`src/rtl/bpc_fifo_arbiter.sv`:
```
// Round-robin burst arbiter sharing one encoder FIFO write port among NUM_REQ lanes.
// Optional: define BPC_ARB_THROTTLE_EN to hold off new grants while the FIFO is at/above half-full.
//
// state   | meaning
// S_IDLE  | no lane locked; scanning req_i from r_rr_ptr for the next owner
// S_GRANT | r_owner locked; its beats forwarded to the FIFO until last/cap/withdraw
module bpc_fifo_arbiter #(
    parameter int NUM_REQ   = 4,
    parameter int BITWIDTH  = 64,
    parameter int MAX_BURST = 8
) (
    input  logic                          clk,
    input  logic                          rst,
    input  logic [NUM_REQ-1:0]            req_i,
    input  logic [NUM_REQ-1:0]            last_i,
    input  logic [NUM_REQ*BITWIDTH-1:0]   data_i,
    output logic [NUM_REQ-1:0]            gnt_o,
    output logic [BITWIDTH-1:0]           fifo_data_o,
    output logic                          fifo_wr_o,
    input  logic                          fifo_full_i,
    input  logic                          fifo_threshold_i,
    output logic                          busy_o,
    output logic [$clog2(NUM_REQ)-1:0]    owner_o
);
    localparam int OW = $clog2(NUM_REQ);
    localparam int CW = $clog2(MAX_BURST + 1);

    typedef enum logic {
        S_IDLE  = 1'b0,
        S_GRANT = 1'b1
    } state_t;

    state_t          r_state, w_state_nxt;
    logic [OW-1:0]   r_owner, w_owner_nxt;
    logic [OW-1:0]   r_rr_ptr, w_rr_ptr_nxt;
    logic [CW-1:0]   r_beat_cnt, w_beat_cnt_nxt;

    logic            w_found;
    logic [OW-1:0]   w_win;
    logic            w_owner_req;
    logic            w_accept;
    logic            w_release;
    logic            w_launch_ok;
    logic [OW-1:0]   w_owner_inc;

`ifdef BPC_ARB_THROTTLE_EN
    assign w_launch_ok = ~fifo_threshold_i;
`else
    logic w_unused_threshold;
    assign w_unused_threshold = fifo_threshold_i;
    assign w_launch_ok        = 1'b1;
`endif

    // Scan downwards so the candidate closest to r_rr_ptr is written last and wins.
    always_comb begin
        int            idx;
        logic [OW-1:0] l_idx;
        w_found = 1'b0;
        w_win   = '0;
        idx     = 0;
        l_idx   = '0;
        for (int k = NUM_REQ - 1; k >= 0; k--) begin
            idx = int'(r_rr_ptr) + k;
            if (idx >= NUM_REQ) idx = idx - NUM_REQ;
            l_idx = OW'(idx);
            if (req_i[l_idx]) begin
                w_found = 1'b1;
                w_win   = l_idx;
            end
        end
    end

    assign w_owner_req = req_i[r_owner];
    assign w_accept    = (r_state == S_GRANT) && w_owner_req && !fifo_full_i;
    assign w_release   = (r_state == S_GRANT) &&
                         (!w_owner_req ||
                          (w_accept && (last_i[r_owner] ||
                                        ((r_beat_cnt + CW'(1)) == CW'(MAX_BURST)))));
    assign w_owner_inc = (r_owner == OW'(NUM_REQ - 1)) ? '0 : r_owner + OW'(1);

    assign fifo_wr_o   = w_accept;
    assign gnt_o       = w_accept ? ({{(NUM_REQ-1){1'b0}}, 1'b1} << r_owner) : '0;
    assign fifo_data_o = data_i[int'(r_owner)*BITWIDTH +: BITWIDTH];
    assign busy_o      = (r_state == S_GRANT);
    assign owner_o     = r_owner;

    always_comb begin
        w_state_nxt    = r_state;
        w_owner_nxt    = r_owner;
        w_rr_ptr_nxt   = r_rr_ptr;
        w_beat_cnt_nxt = r_beat_cnt;
        case (r_state)
            S_IDLE: begin
                if (w_found && w_launch_ok) begin
                    w_state_nxt    = S_GRANT;
                    w_owner_nxt    = w_win;
                    w_beat_cnt_nxt = '0;
                end
            end
            S_GRANT: begin
                if (w_accept) w_beat_cnt_nxt = r_beat_cnt + CW'(1);
                if (w_release) begin
                    w_state_nxt  = S_IDLE;
                    w_rr_ptr_nxt = w_owner_inc;
                end
            end
            default: w_state_nxt = S_IDLE;
        endcase
    end

    always_ff @(posedge clk) begin
        if (rst) begin
            r_state    <= S_IDLE;
            r_owner    <= '0;
            r_rr_ptr   <= '0;
            r_beat_cnt <= '0;
        end else begin
            r_state    <= w_state_nxt;
            r_owner    <= w_owner_nxt;
            r_rr_ptr   <= w_rr_ptr_nxt;
            r_beat_cnt <= w_beat_cnt_nxt;
        end
    end
endmodule

```
`config.mk`:
```
export PLATFORM = sky130hd
export DESIGN_NAME = bpc_fifo_arbiter
export DESIGN_NICKNAME = d
export VERILOG_FILES = /design/src/rtl/bpc_fifo_arbiter.sv
export SDC_FILE = /design/constraint.sdc
export NUM_CORES = 1
export LEC_CHECK = 0
export BUFFER_PORTS_ARGS = -buffer_cell sky130_fd_sc_hd__buf_2
export CAP_MARGIN = 20
export CORE_AREA = 2 2 132 134
export CTS_CLUSTER_DIAMETER = 60
export DETAILED_ROUTE_END_ITERATION = 16
export DIE_AREA = 0 0 134 136
export RECOVER_POWER = 50
export SKIP_LAST_GASP = 1
export SLEW_MARGIN = 15
export SYNTH_ARGS = -nofsm -noshare
export SYNTH_HDL_FRONTEND = slang
export SYNTH_SLANG_ARGS = --single-unit
```
`constraint.sdc`:
```
create_clock -name clk -period 5.3 [get_ports clk]
set_input_delay 1.06 -clock clk [delete_from_list [all_inputs] [get_ports clk]]
set_output_delay 1.06 -clock clk [all_outputs]
set_load 0.01 [all_outputs]
```
==> metrics.csv <==
metric,value,unit
final-hold-violation-count,0,
place_hpwl,10.10,mm
antenna_found_initial,2,
crit_chain,mux4_2 -> and3_1 -> and2_1 -> buf_2,
drt_iter0_drc,156,
netlist-cell-type-count,33,
crit_arrival,2.87,ns
dr.pass1.iters,6,
layout.area.seq,183.9,um^2
syn_nets,444,
path_class,reg2out,
tightestPinTransition,1.422,ns
grt_pass1_wl,16.01,mm
finalSetupViolations,0,
place.port_buffers,338,
io_pins,340,
n_fill_cell,1864,
p_leak,0.001920,uW
htreeDepth,1,
total_power,655.8,uW
clockBufferDepth,2,
grt_setup_unrepaired,false,
finalNetCount,769,
rows,48,
core_area,16880,um^2
multi_input_comb_area,1934,um^2
cts_resized,0,
crit_required,4.24,ns
start_kind,flip-flop,
grt_max_degree,43,
drc,0,
gp_congestion,0.8154,
max-cap-violations,0,
ys_top_cells_by_area,"mux4_2, dfxtp_1, ha_1, a21oi_1, o21ai_0",
die_w,134,um
finalCritPeriodShare,74.06,%
area_growth,86.71,%
crit_fanout,30,
clockRootBuffer,clkbuf_16,
yosys_warnings,0,
cts_tree,built,
report.final.slew_viol_count,0,
die-area,18220,um^2
cts.sinks,9,
peakVddDrop,80.81,uV
synth_area,2241,um^2
ant_nets,0,
grt_pass1_vias,3087,
post_cts_buffers,0,
seq_area_frac_synth,8.040,%
die_h,136,um
synth_area_leader_cell,mux4_2,
start_util,13.28,%
cts_inserted_buffers,3,
fin_cells,721,
drive_above_1_share,77.17,%
status,"complete, no violations",
fin_skew,0.002895,ns
slowest_stage,dfxtp_1,
viasPerCell,4.377,
path_clk_slew,0.04,ns
postPlaceCellArea,4150,um^2
power.density,156.7,nW/um^2
routedWlPerCell,16.40,um
synth_seq_cells,9,
placedCellCount,716,
syn_area_per_cell,13.10,um^2
synth_top_area_share,66.33,%
syn_inst,171,
fmax,254.8,MHz
design_area,4184,um^2
hold_path_class,reg2reg,
totalWireLength,11.83,mm
grt_overflow,0,
setup.worst_path.end_class,output port,
dr_total_vias,3156,
finalSetupTns,0,ns
fin_crit,3.925,ns
hold_buffers,0,
hold-worst-slack,0.5313,ns
slowest_delay,1.26,ns
grt_use_total,11.28,%
max_slew_margin,5.094,%
clock_latency,0.24,ns
==> power by group <==
part           total [uW]  internal [uW]  switching, uW
registers             101           73.2           27.7
clock network         139            101           38.4
logic                 415            238            177
==> cell usage after synthesis, drive strengths merged <==
library cell and number:
nor2b 2, and3b 1, nand4 3, clkbuf 9, and3 1, mux2i 1, dfxtp 9, nor2 7
nor4 1, mux2 1, or4 1, o2111a 1, nand3 3, or2 1, a21boi 1, buf 11
nor4b 1, nor3b 3, o21ai 8, nand2b 5, nand2 6, a21oi 8, and2 5, o221ai 1
o21a 1, ha 5, o2111ai 1, nor3 2, mux4 66, inv 6
==> kinds of logic after synthesis <==
kind of cell / synth area share, %
compound gates: 5.528
fa+ha+maj: 2.792
buf+inv: 5.416
flops: 8.040
mux: 67.45
simple gates: 10.78
==> critical path: cells and delay by family (launching register included) <==
kind,cells,cell delay (ns)
DFF,1,1.26
muxes,1,0.68
and+or+nand+nor,2,0.54
buffers and inverters,1,0.14
==> metrics by stage <==
step | utilization (%) | worst slack (ns)
floorplan | - | 2.177
global placement | 24.59 | 1.970
detailed placement | 24.59 | 1.968
CTS | 25.06 | 1.969
global route | 24.78 | 1.230
finish | 24.79 | 1.375
==> area by class of cell <==
class,instances,area share [%]
Antenna cell,1,0.05981
Clock buffer,4,1.884
Inverter,6,0.5383
Multi-Input combinational cell,136,46.23
Sequential cell,9,4.396
Tap cell,225,6.728
Timing Repair Buffer,340,40.16
==> worst paths after layout <==
check,from,endpoint,slack (ns),cells past startpoint
max,owner_o[1],gnt_o[1],1.37,4
min,r_beat_cnt[3],r_beat_cnt[3],0.53,2
max reg2reg,owner_o[1],r_rr_ptr[0],2.41,5
min reg2reg,r_beat_cnt[3],r_beat_cnt[3],0.53,2
==> cells in the final DEF (no fill, tap or decap), types with 2 or more instances in the layout <==
master     Yosys  layout
nand4_1        3       3
nand2_1        6       6
a21oi_1        8       8
buf_2          7     307
inv_1          6       6
ha_1           5       5
clkbuf_16      0       3
nand2b_1       5       5
nor3b_1        3       3
clkbuf_1       9      32
o21ai_0        8       8
dfxtp_1        9       8
nor2b_1        2       2
and2_1         5       4
nand3_1        3       3
nor2_1         6       6
mux4_2        66      66
nor3_1         2       2
==> sequential cells by signal, indices dropped and copies added (netlist names) <==
signal,cells
owner_o,2
r_beat_cnt,4
r_rr_ptr,2
busy_o,1
==> metal layers <==
layer  share of wire, %  vias to the layer above  track usage [%]  wire length [um]
met2                 51                      257            20.28              6086
li1                   -                     1390                -                 -
met4                1.1                        6            2.305               129
met5               0.77                        -            2.500                91
met1                 34                     1488            13.26              4008
met3                 13                       15            3.132              1512
No activity file was read; power rests on OpenSTA's default activity.
